===== src/rtl/dmg_lcd_pkg.sv =====
// Shared types and defaults for the DMG-style LCD scan generator.
// Geometry defaults match the original 160x144 panel.
package dmg_lcd_pkg;

  localparam int DEF_H_ACTIVE = 160;
  localparam int DEF_H_BLANK  = 48;
  localparam int DEF_V_ACTIVE = 144;
  localparam int DEF_V_BLANK  = 10;
  localparam int DEF_CLK_DIV  = 2;

  typedef enum logic {
    IDLE = 1'b0,
    RUN  = 1'b1
  } state_t;

  function automatic int cw(input int n);
    return (n <= 2) ? 1 : $clog2(n);
  endfunction

endpackage


===== src/rtl/dmg_lcd_timing.sv =====
// Slot/line/frame counters for the LCD scan generator.
// Exposes next-state counter values so the top can register its outputs.
module dmg_lcd_timing
  import dmg_lcd_pkg::*;
#(
  parameter int H_TOTAL = DEF_H_ACTIVE + DEF_H_BLANK,
  parameter int V_TOTAL = DEF_V_ACTIVE + DEF_V_BLANK,
  parameter int CLK_DIV = DEF_CLK_DIV,
  parameter int SW      = cw(CLK_DIV),
  parameter int HW      = cw(H_TOTAL),
  parameter int VW      = cw(V_TOTAL)
) (
  input  logic          clk_8m,
  input  logic          rst_n,
  input  logic          i_run,
  output logic [SW-1:0] o_sc,
  output logic [SW-1:0] o_sc_nxt,
  output logic [HW-1:0] o_hc_nxt,
  output logic [VW-1:0] o_vc_nxt,
  output logic          o_frame_end
);

  localparam logic [SW-1:0] SC_MAX = SW'(CLK_DIV - 1);
  localparam logic [HW-1:0] HC_MAX = HW'(H_TOTAL - 1);
  localparam logic [VW-1:0] VC_MAX = VW'(V_TOTAL - 1);

  logic [SW-1:0] r_sc;
  logic [HW-1:0] r_hc;
  logic [VW-1:0] r_vc;
  logic          w_slot_end;
  logic          w_line_end;

  assign w_slot_end  = i_run && (r_sc == SC_MAX);
  assign w_line_end  = w_slot_end && (r_hc == HC_MAX);
  assign o_frame_end = w_line_end && (r_vc == VC_MAX);
  assign o_sc        = r_sc;

  // Counters sit at zero whenever the generator is idle.
  always_comb begin
    o_sc_nxt = '0;
    o_hc_nxt = '0;
    o_vc_nxt = '0;
    if (i_run) begin
      o_sc_nxt = w_slot_end ? '0 : r_sc + SW'(1);
      o_hc_nxt = r_hc;
      o_vc_nxt = r_vc;
      if (w_slot_end) begin
        o_hc_nxt = w_line_end ? '0 : r_hc + HW'(1);
        if (w_line_end) begin
          o_vc_nxt = o_frame_end ? '0 : r_vc + VW'(1);
        end
      end
    end
  end

  always_ff @(posedge clk_8m) begin
    if (!rst_n) begin
      r_sc <= '0;
      r_hc <= '0;
      r_vc <= '0;
    end else begin
      r_sc <= o_sc_nxt;
      r_hc <= o_hc_nxt;
      r_vc <= o_vc_nxt;
    end
  end

endmodule


===== src/rtl/dmg_lcd_scan_gen.sv =====
// Parametrised DMG LCD drive-signal generator: fetch, data pipeline, syncs.
// All outputs are registered from the next-cycle counter values.
module dmg_lcd_scan_gen
  import dmg_lcd_pkg::*;
#(
  parameter int H_ACTIVE     = DEF_H_ACTIVE,
  parameter int H_BLANK      = DEF_H_BLANK,
  parameter int V_ACTIVE     = DEF_V_ACTIVE,
  parameter int V_BLANK      = DEF_V_BLANK,
  parameter int BPP          = 2,
  parameter int CLK_DIV      = DEF_CLK_DIV,
  parameter int RD_LAT       = 1,
  parameter int ALT_PER_LINE = 0
) (
  input  logic                                 clk_8m,
  input  logic                                 rst_n,
  input  logic                                 enable,
  input  logic                                 invert,
  output logic [cw(H_ACTIVE+H_BLANK)-1:0]      pix_x,
  output logic [cw(V_ACTIVE+V_BLANK)-1:0]      pix_y,
  input  logic [BPP-1:0]                       pix_data,
  output logic                                 newframe,
  output logic                                 lcd_hsync,
  output logic                                 lcd_vsync,
  output logic                                 lcd_altsig,
  output logic                                 lcd_clk,
  output logic [BPP-1:0]                       lcd_d,
  output logic                                 lcd_datal,
  output logic                                 lcd_control
);

  localparam int H_TOTAL = H_ACTIVE + H_BLANK;
  localparam int V_TOTAL = V_ACTIVE + V_BLANK;
  localparam int SW      = cw(CLK_DIV);
  localparam int HW      = cw(H_TOTAL);
  localparam int VW      = cw(V_TOTAL);

  localparam logic [HW-1:0] HA      = HW'(H_ACTIVE);
  localparam logic [HW-1:0] HA_M1   = HW'(H_ACTIVE - 1);
  localparam logic [HW-1:0] HT_M1   = HW'(H_TOTAL - 1);
  localparam logic [VW-1:0] VA      = VW'(V_ACTIVE);
  localparam logic [VW-1:0] VT_M1   = VW'(V_TOTAL - 1);
  localparam logic [SW-1:0] SC_HALF = SW'(CLK_DIV / 2);
  localparam logic [SW-1:0] SC_LAT  = SW'(RD_LAT);

  state_t         r_state;
  logic           r_inv;
  logic           r_alt;
  logic [BPP-1:0] r_pend;

  logic           w_run;
  logic           w_run_nxt;
  logic [SW-1:0]  w_sc;
  logic [SW-1:0]  w_sc_nxt;
  logic [HW-1:0]  w_hc_nxt;
  logic [VW-1:0]  w_vc_nxt;
  logic [VW-1:0]  w_vc_inc;
  logic           w_frame_end;
  logic           w_ss;
  logic           w_nact;
  logic           w_nf;
  logic           w_nl;
  logic           w_inv;
  logic           w_alt;

  dmg_lcd_timing #(
    .H_TOTAL (H_TOTAL),
    .V_TOTAL (V_TOTAL),
    .CLK_DIV (CLK_DIV),
    .SW      (SW),
    .HW      (HW),
    .VW      (VW)
  ) u_timing (
    .clk_8m      (clk_8m),
    .rst_n       (rst_n),
    .i_run       (w_run),
    .o_sc        (w_sc),
    .o_sc_nxt    (w_sc_nxt),
    .o_hc_nxt    (w_hc_nxt),
    .o_vc_nxt    (w_vc_nxt),
    .o_frame_end (w_frame_end)
  );

  always_comb begin
    w_run     = (r_state == RUN);
    w_run_nxt = w_run ? !(w_frame_end && !enable) : enable;
    w_ss      = w_run_nxt && (w_sc_nxt == '0);
    w_nact    = w_run_nxt && (w_hc_nxt < HA) && (w_vc_nxt < VA);
    w_nl      = w_ss && (w_hc_nxt == '0);
    w_nf      = w_nl && (w_vc_nxt == '0);
    w_inv     = w_nf ? invert : r_inv;
    w_alt     = r_alt ^ ((ALT_PER_LINE != 0) ? w_nl : w_nf);
    w_vc_inc  = (w_vc_nxt == VT_M1) ? '0 : w_vc_nxt + VW'(1);
  end

  always_ff @(posedge clk_8m) begin
    if (!rst_n) begin
      r_state     <= IDLE;
      r_inv       <= 1'b0;
      r_alt       <= 1'b0;
      r_pend      <= '0;
      pix_x       <= '0;
      pix_y       <= '0;
      newframe    <= 1'b0;
      lcd_hsync   <= 1'b0;
      lcd_vsync   <= 1'b0;
      lcd_altsig  <= 1'b0;
      lcd_clk     <= 1'b0;
      lcd_d       <= '0;
      lcd_datal   <= 1'b0;
      lcd_control <= 1'b0;
    end else begin
      r_state     <= w_run_nxt ? RUN : IDLE;
      newframe    <= w_nf;
      lcd_control <= w_run_nxt;
      lcd_clk     <= w_nact && (w_sc_nxt >= SC_HALF);
      lcd_datal   <= w_run_nxt && (w_hc_nxt == HA) && (w_vc_nxt < VA);
      lcd_hsync   <= w_run_nxt && (w_hc_nxt == HT_M1);
      lcd_vsync   <= w_run_nxt && (w_vc_nxt == '0);
      r_alt       <= w_alt;
      lcd_altsig  <= w_run_nxt && w_alt;
      if (w_nf) r_inv <= invert;
      // Idle keeps fetching pixel (0,0) so the first slot has valid data.
      if (!w_run || (w_sc == SC_LAT)) r_pend <= pix_data;
      if (w_ss) begin
        lcd_d <= w_nact ? (r_pend ^ {BPP{w_inv}}) : '0;
        if (w_hc_nxt < HA_M1) begin
          pix_x <= w_hc_nxt + HW'(1);
          pix_y <= w_vc_nxt;
        end else if (w_hc_nxt == HT_M1) begin
          pix_x <= '0;
          pix_y <= w_vc_inc;
        end
      end else if (!w_run_nxt) begin
        lcd_d <= '0;
      end
    end
  end

endmodule


===== config.mk =====
export PLATFORM = sky130hd
export DESIGN_NAME = dmg_lcd_scan_gen
export DESIGN_NICKNAME = d
export VERILOG_FILES = /design/src/rtl/dmg_lcd_pkg.sv /design/src/rtl/dmg_lcd_timing.sv /design/src/rtl/dmg_lcd_scan_gen.sv
export SDC_FILE = /design/constraint.sdc
export NUM_CORES = 1
export LEC_CHECK = 0
export ABC_AREA = 1
export BUFFER_PORTS_ARGS = -buffer_cell sky130_fd_sc_hd__buf_2
export CAP_MARGIN = 5
export CORE_AREA = 4 4 82 84
export CTS_CLUSTER_SIZE = 30
export DETAILED_ROUTE_END_ITERATION = 7
export DIE_AREA = 0 0 86 88
export SYNTH_ARGS = -nofsm -noshare
export SYNTH_HDL_FRONTEND = slang
export SYNTH_SLANG_ARGS = --single-unit
export TNS_END_PERCENT = 10

===== constraint.sdc =====
create_clock -name clk_8m -period 3 [get_ports clk_8m]
set_input_delay 0.6 -clock clk_8m [delete_from_list [all_inputs] [get_ports clk_8m]]
set_output_delay 0.6 -clock clk_8m [all_outputs]
set_load 0.02 [all_outputs]

### After elaboration in Yosys (flattened, before gate mapping)

Index checks and enable logic that the tools add are counted.

* add/subtract/negate cells: 5
* $mul: 0
* div/mod/pow operators: 0
* order comparisons: 4
* equality and inequality tests: 6
* shift operators: 0
* multiplexer cells: 20
* bitwise operators: 3
* reductions and logical operators: 23

Operators with widths (count)
* 2-to-1 mux 8 bit: 12
* == test 8 bit, second input constant: 5
* adder 8 x 1 -> 8 bit, second input constant: 4
* less-than comparator 8 bit, second input constant: 3
* logical NOT 8 bit: 2
* logical AND 1 bit: 15
* 2-to-1 mux 2 bit: 3
* 2-to-1 mux 1 bit: 5
* logical NOT 1 bit: 3
* != test 2 x 1 -> 1 bit, second input constant: 1
* AND reduction 2 bit: 1
* nonzero test 2 bit: 1
* XOR 2 bit: 1
* adder 1 bit, second input constant: 1
* >= comparator 1 bit, second input constant: 1
* logical OR 1 bit: 1
* NOT 1 bit: 1
* XOR 1 bit: 1

* bits in registers: 47
* bits in latches: 0
* bits in writable memories: 0
* memory bits (read-only): 0
* input port bits: 6
* logic and storage cells: 78
* memories: 0

### Longest topological paths before layout

* depth after elaboration: 13
* gate-level depth with buffers: 21
* gate-level depth less buffers: 21

### Modules after synthesis

From an unflattened synthesis, not the netlist that was laid out.

* cell total of the unflattened synthesis: 410
* area total of the unflattened synthesis: 2748.9 um2

By module, submodules not included
* dmg_lcd_scan_gen: times used 1, cells each 239, area an instance 1644.1 um2
* dmg_lcd_timing: times used 1, cells each 171, area an instance 1104.8 um2

### Least setup slack after synthesis

OpenSTA, ideal clock, no wires.

* path type: reg2reg
* start point: register, netlist name lcd_control
* end point: register pix_y[3]
* setup time: 133 ps
* arrival time: 2360 ps
* required time: 2867 ps
* slack: 506 ps
* stages on the path, launching flop included: 16
* buffers on the path: 2
* clock period less this slack: 2494 ps
* path through: dfxtp_1 buf_4 inv_2 nor2_1 buf_2 nand2_1 o21ai_2 ha_1 nand2_1 nor2_4 nand2_4 a21oi_4 nand2_1 or2_2 nand3_1 a21oi_1

RTL lines
* to (signal assigned): RTL line dmg_lcd_scan_gen.sv:129 `pix_y <= w_vc_nxt;`
* to (signal assigned): RTL line dmg_lcd_scan_gen.sv:132 `pix_y <= w_vc_inc;`
* to (decl): RTL line dmg_lcd_scan_gen.sv:20 `output logic [cw(V_ACTIVE+V_BLANK)-1:0] pix_y,`

### Final worst setup path

* start point: register u_timing.r_hc[0]
* end point: register pix_x[2]

* longest elaborated chain between the ends: 8
* elaborated cells on any way between the ends: 17

Ends and longest elaborated chain
* from (decl): RTL line dmg_lcd_timing.sv:28 `logic [HW-1:0] r_hc;`
* from (signal assigned): RTL line dmg_lcd_timing.sv:63 `r_hc <= o_hc_nxt;`
* parallel branches: the longest is 3 deep, another holds adder 8 x 1 -> 8 bit
* 2-to-1 mux 8 bit *: RTL line dmg_lcd_timing.sv:47 `if (w_slot_end) begin`
* 2-to-1 mux 8 bit *: RTL line dmg_lcd_timing.sv:43 `if (i_run) begin`
* via u_timing.o_hc_nxt[0]: RTL line dmg_lcd_timing.sv:18 `output logic [HW-1:0] o_hc_nxt,`
* less-than comparator 8 bit / == test 8 bit (equally long branches): RTL line dmg_lcd_scan_gen.sv:127, dmg_lcd_scan_gen.sv:130
* nonzero test 2 bit (no line)
* AND reduction 2 bit (no line)
* to (signal assigned): RTL line dmg_lcd_scan_gen.sv:128 `pix_x <= w_hc_nxt + HW'(1);`
* to (decl): RTL line dmg_lcd_scan_gen.sv:19 `output logic [cw(H_ACTIVE+H_BLANK)-1:0] pix_x,`

Mark *: on every way through the listed nets, which the timed path passes.
A chain may end at the register's enable or synchronous reset.

==> impl_metrics.py <==
metrics = {
    "critical_path": {
        "r2r-end": "pix_x[2]",
        "regToRegStartpoint": "u_timing.r_hc[0]",
        "critPathArrivalTime_ps": 2910,
        "cp_max_fo": 9,
        "cp_data_required_time_ps": 3190,
        "path_class": "reg2reg",
        "crit_path_start_kind": "flop",
        "worst-r2r-setup-slack_ps": 280,
        "end_kind": "flop",
        "reg2reg_depth": 20,
    },
    "routing": {
        "drtAntennaViolNets": 0,
        "vias": 2511,
        "via_per_inst": 5.06,
        "wl_per_cell_um": 13.1,
        "drt_iter0_markers": 107,
        "route.detailed.drc": 0,
        "first_pass_iters": 5,
        "drt-total-wl_um": 6480,
    },
    "clocking": {
        "cts_hold_buf": 0,
        "path_clk_slew_ps": 80,
        "htree_levels": 2,
        "clock_path_buffers": 2,
        "cts_tree": "built",
        "clock_sinks": 46,
        "numCtsBuffers": 5,
        "clock-root-buffer": "clkbuf_8",
        "clk_latency_ps": 300,
    },
    "die": {
        "core_sq_um": 5920,
        "die_y_um": 88,
        "dieArea_sq_um": 7570,
        "die_w_um": 86,
        "fp-row-count": 28,
        "io_pins": 31,
        "start_util": 0.450,
    },
    "flow_run": {
        "max_cap_violations": 0,
    },
    "sta": {
        "fmax_ghz": 0.367,
        "period_minus_slack_ps": 2720,
        "hold-worst-slack_ps": 461,
        "final-setup-viol-count": 0,
        "skew_ps": 6.48,
        "drv_slew": 0,
        "worst_slew_pin_slew_ps": 648,
        "rsz0062_at_grt": "true",
        "fin_crit_sh": 0.908,
        "slew_headroom": 0.557,
        "hold_viol": 0,
    },
    "grt": {
        "grt_pass1_wl_um": 10900,
        "use_met1": 0.227,
        "busiest_layer": "met2",
        "overflow": 0,
        "grt_pass1_vias": 2347,
        "grt_usage": 0.180,
        "grt_max_degree": 21,
        "antenna_found_initial": 0,
        "grt_use_met2": 0.306,
        "grt_use_met3": 0.0329,
    },
    "synth": {
        "synth_fp_nets": 398,
        "synthArstFlopShare": 0,
        "yosys_warnings": 0,
        "synth_top_cell_by_area": "dfxtp_1",
        "synth_area_sq_um": 2670,
        "ys_top_cells_by_area": "dfxtp_1 35%, nand2_1 13%, nor2_1 6.6%",
        "synth_ff_type": "dfxtp_1",
        "yosysSeqAreaShare": 0.346,
        "synth_common_cells": "92 x nand2_1, 47 x nor2_1, 46 x dfxtp_1, 45 x inv_1, 31 x nand3_1",
        "ys_ff_latch": 46,
        "yosys.cell_count.top_type": "nand2_1",
        "synth_edf_count": 0,
        "yosysTopAreaCellShare": 0.346,
        "syn_area_per_cell_sq_um": 6.94,
        "syn-instance-count": 384,
        "ys_types": 40,
    },
    "layout": {
        "drive_above_1_share": 0.221,
        "insertedDiodeCount": 0,
        "multi_input_area_sq_um": 1500,
        "seq_area_sq_um": 922,
        "n_fill_cell": 593,
        "layout.nets": 436,
        "area_delta_synth_final_pct": 13.3,
        "fin_area_sq_um": 3020,
    },
    "placed_design": {
        "globalplace.congestion": 0.840,
        "placed_area_sq_um": 2890,
        "numPortBuffers": 30,
        "hpwl_um": 4980,
    },
    "power": {
        "ir_drop_uv": 258,
        "p_per_area_nw_per_um2": 379,
        "leakage_uw": 0.00148,
    },
    "hold_path": {
        "hold_end": "pix_y[3]",
        "hp-class": "reg2reg",
        "min_path_cells": 2,
        "worstHoldStart": "pix_y[3]",
    },
    "status": {
        "status": "finished, final reports clean",
    },
}
-- state kept, by name, indices dropped and copies added, names as in the netlist --
register       flops
pix_y              8
lcd_altsig         1
u_timing.r_hc      8
pix_x              8
u_timing.r_vc      8
u_timing.o_sc      1
lcd_clk            1
r_pend             2
newframe           1
r_inv              1
lcd_datal          1
lcd_hsync          1
lcd_control        1
r_alt              1
lcd_d              2
lcd_vsync          1
-- cells by family after synthesis --
| logic type | count (synthesis) | synth area share |
|---|---|---|
| buf+inv | 61 | 0.0944 |
| compound gates | 46 | 0.100 |
| xor+xnor | 5 | 0.0193 |
| flops | 46 | 0.346 |
| fa+ha+maj | 8 | 0.0376 |
| simple gates | 218 | 0.403 |
-- critical path, stage by stage (launching register included) --
cell and delay (ps):
dfxtp_1 330, ha_2 210, nand3_2 130, nor2_8 60, nand2_4 90, nand2_2 90, inv_4 100, nand3_1 70
o21ai_1 140, ha_1 200, nand2_1 110, nor2_4 140, nand2_4 100, nand2_4 80, nand2_4 80, nand2_4 90
inv_4 50, nor2_4 210, inv_2 100, o21ai_0 170, a21oi_1 60
-- routing by layer --
layer  vias to the layer above  routed length (um)
met1                      1133                3010
met3                        13                 328
met5                         -                   0
met4                         0                 116
li1                       1294                   -
met2                        71                3020
-- power breakdown --
group / switching (uW) / internal [uW] / leakage (uW)
sequential: 9.80 / 628 / 0.000374
combinational: 88.6 / 44.2 / 0.00106
clock: 195 / 178 / 0.0000431
total: 293 / 850 / 0.00148
-- metrics by stage --
stage	setup TNS, ps	power, uW	utilization	std cells	worst slack, ps
2_1_floorplan	0	741	-	384	506
3_3_place_gp	0	774	0.489	485	277
3_5_place_dp	0	773	0.489	485	184
4_1_cts	0	1150	0.503	491	169
5_1_grt	-1.50	1200	0.510	496	-1.50
6_report	0	1140	0.510	496	277
-- repair_timing --
action                                 4_1_cts  5_1_grt
setup endpoints to repair                    0        8
resized for setup                            0        4
setup buffers                                0        5
endpoints found under the hold margin        0        0
-- cell type report --
class | instances | area share
well taps | 75 | 0.0311
clock buffers | 6 | 0.0274
repair buffers | 38 | 0.0696
multi-input cells | 277 | 0.496
inverters | 54 | 0.0705
flip-flops and latches | 46 | 0.305
-- worst max path at each step --
stage	slack (ps)	depth (start not counted)	from	end
2_1_floorplan	510	15	lcd_control	pix_y[3]
3_3_place_gp	280	19	lcd_control	lcd_d[1]
3_5_place_dp	180	20	u_timing.r_hc[0]	pix_x[2]
4_1_cts	170	20	u_timing.r_hc[0]	pix_x[2]
5_1_grt	-2	20	u_timing.r_hc[0]	lcd_d[1]
6_report	280	20	u_timing.r_hc[0]	pix_x[2]
-- placed cells by master (no fill, tap or decap), drive strengths merged --
cell       n
o21ai     18
a21oi     22
nand4      9
dfxtp     46
nor2      57
nand3     39
o221ai     1
o211ai     2
nor3       3
buf       38
ha         8
clkinv     2
xor2       4
xnor2      1
o21bai     2
nor4       1
clkbuf     6
or2        3
a2111oi    1
nand2    104
nand3b     2
inv       52
(Power assumes the default switching activity.)
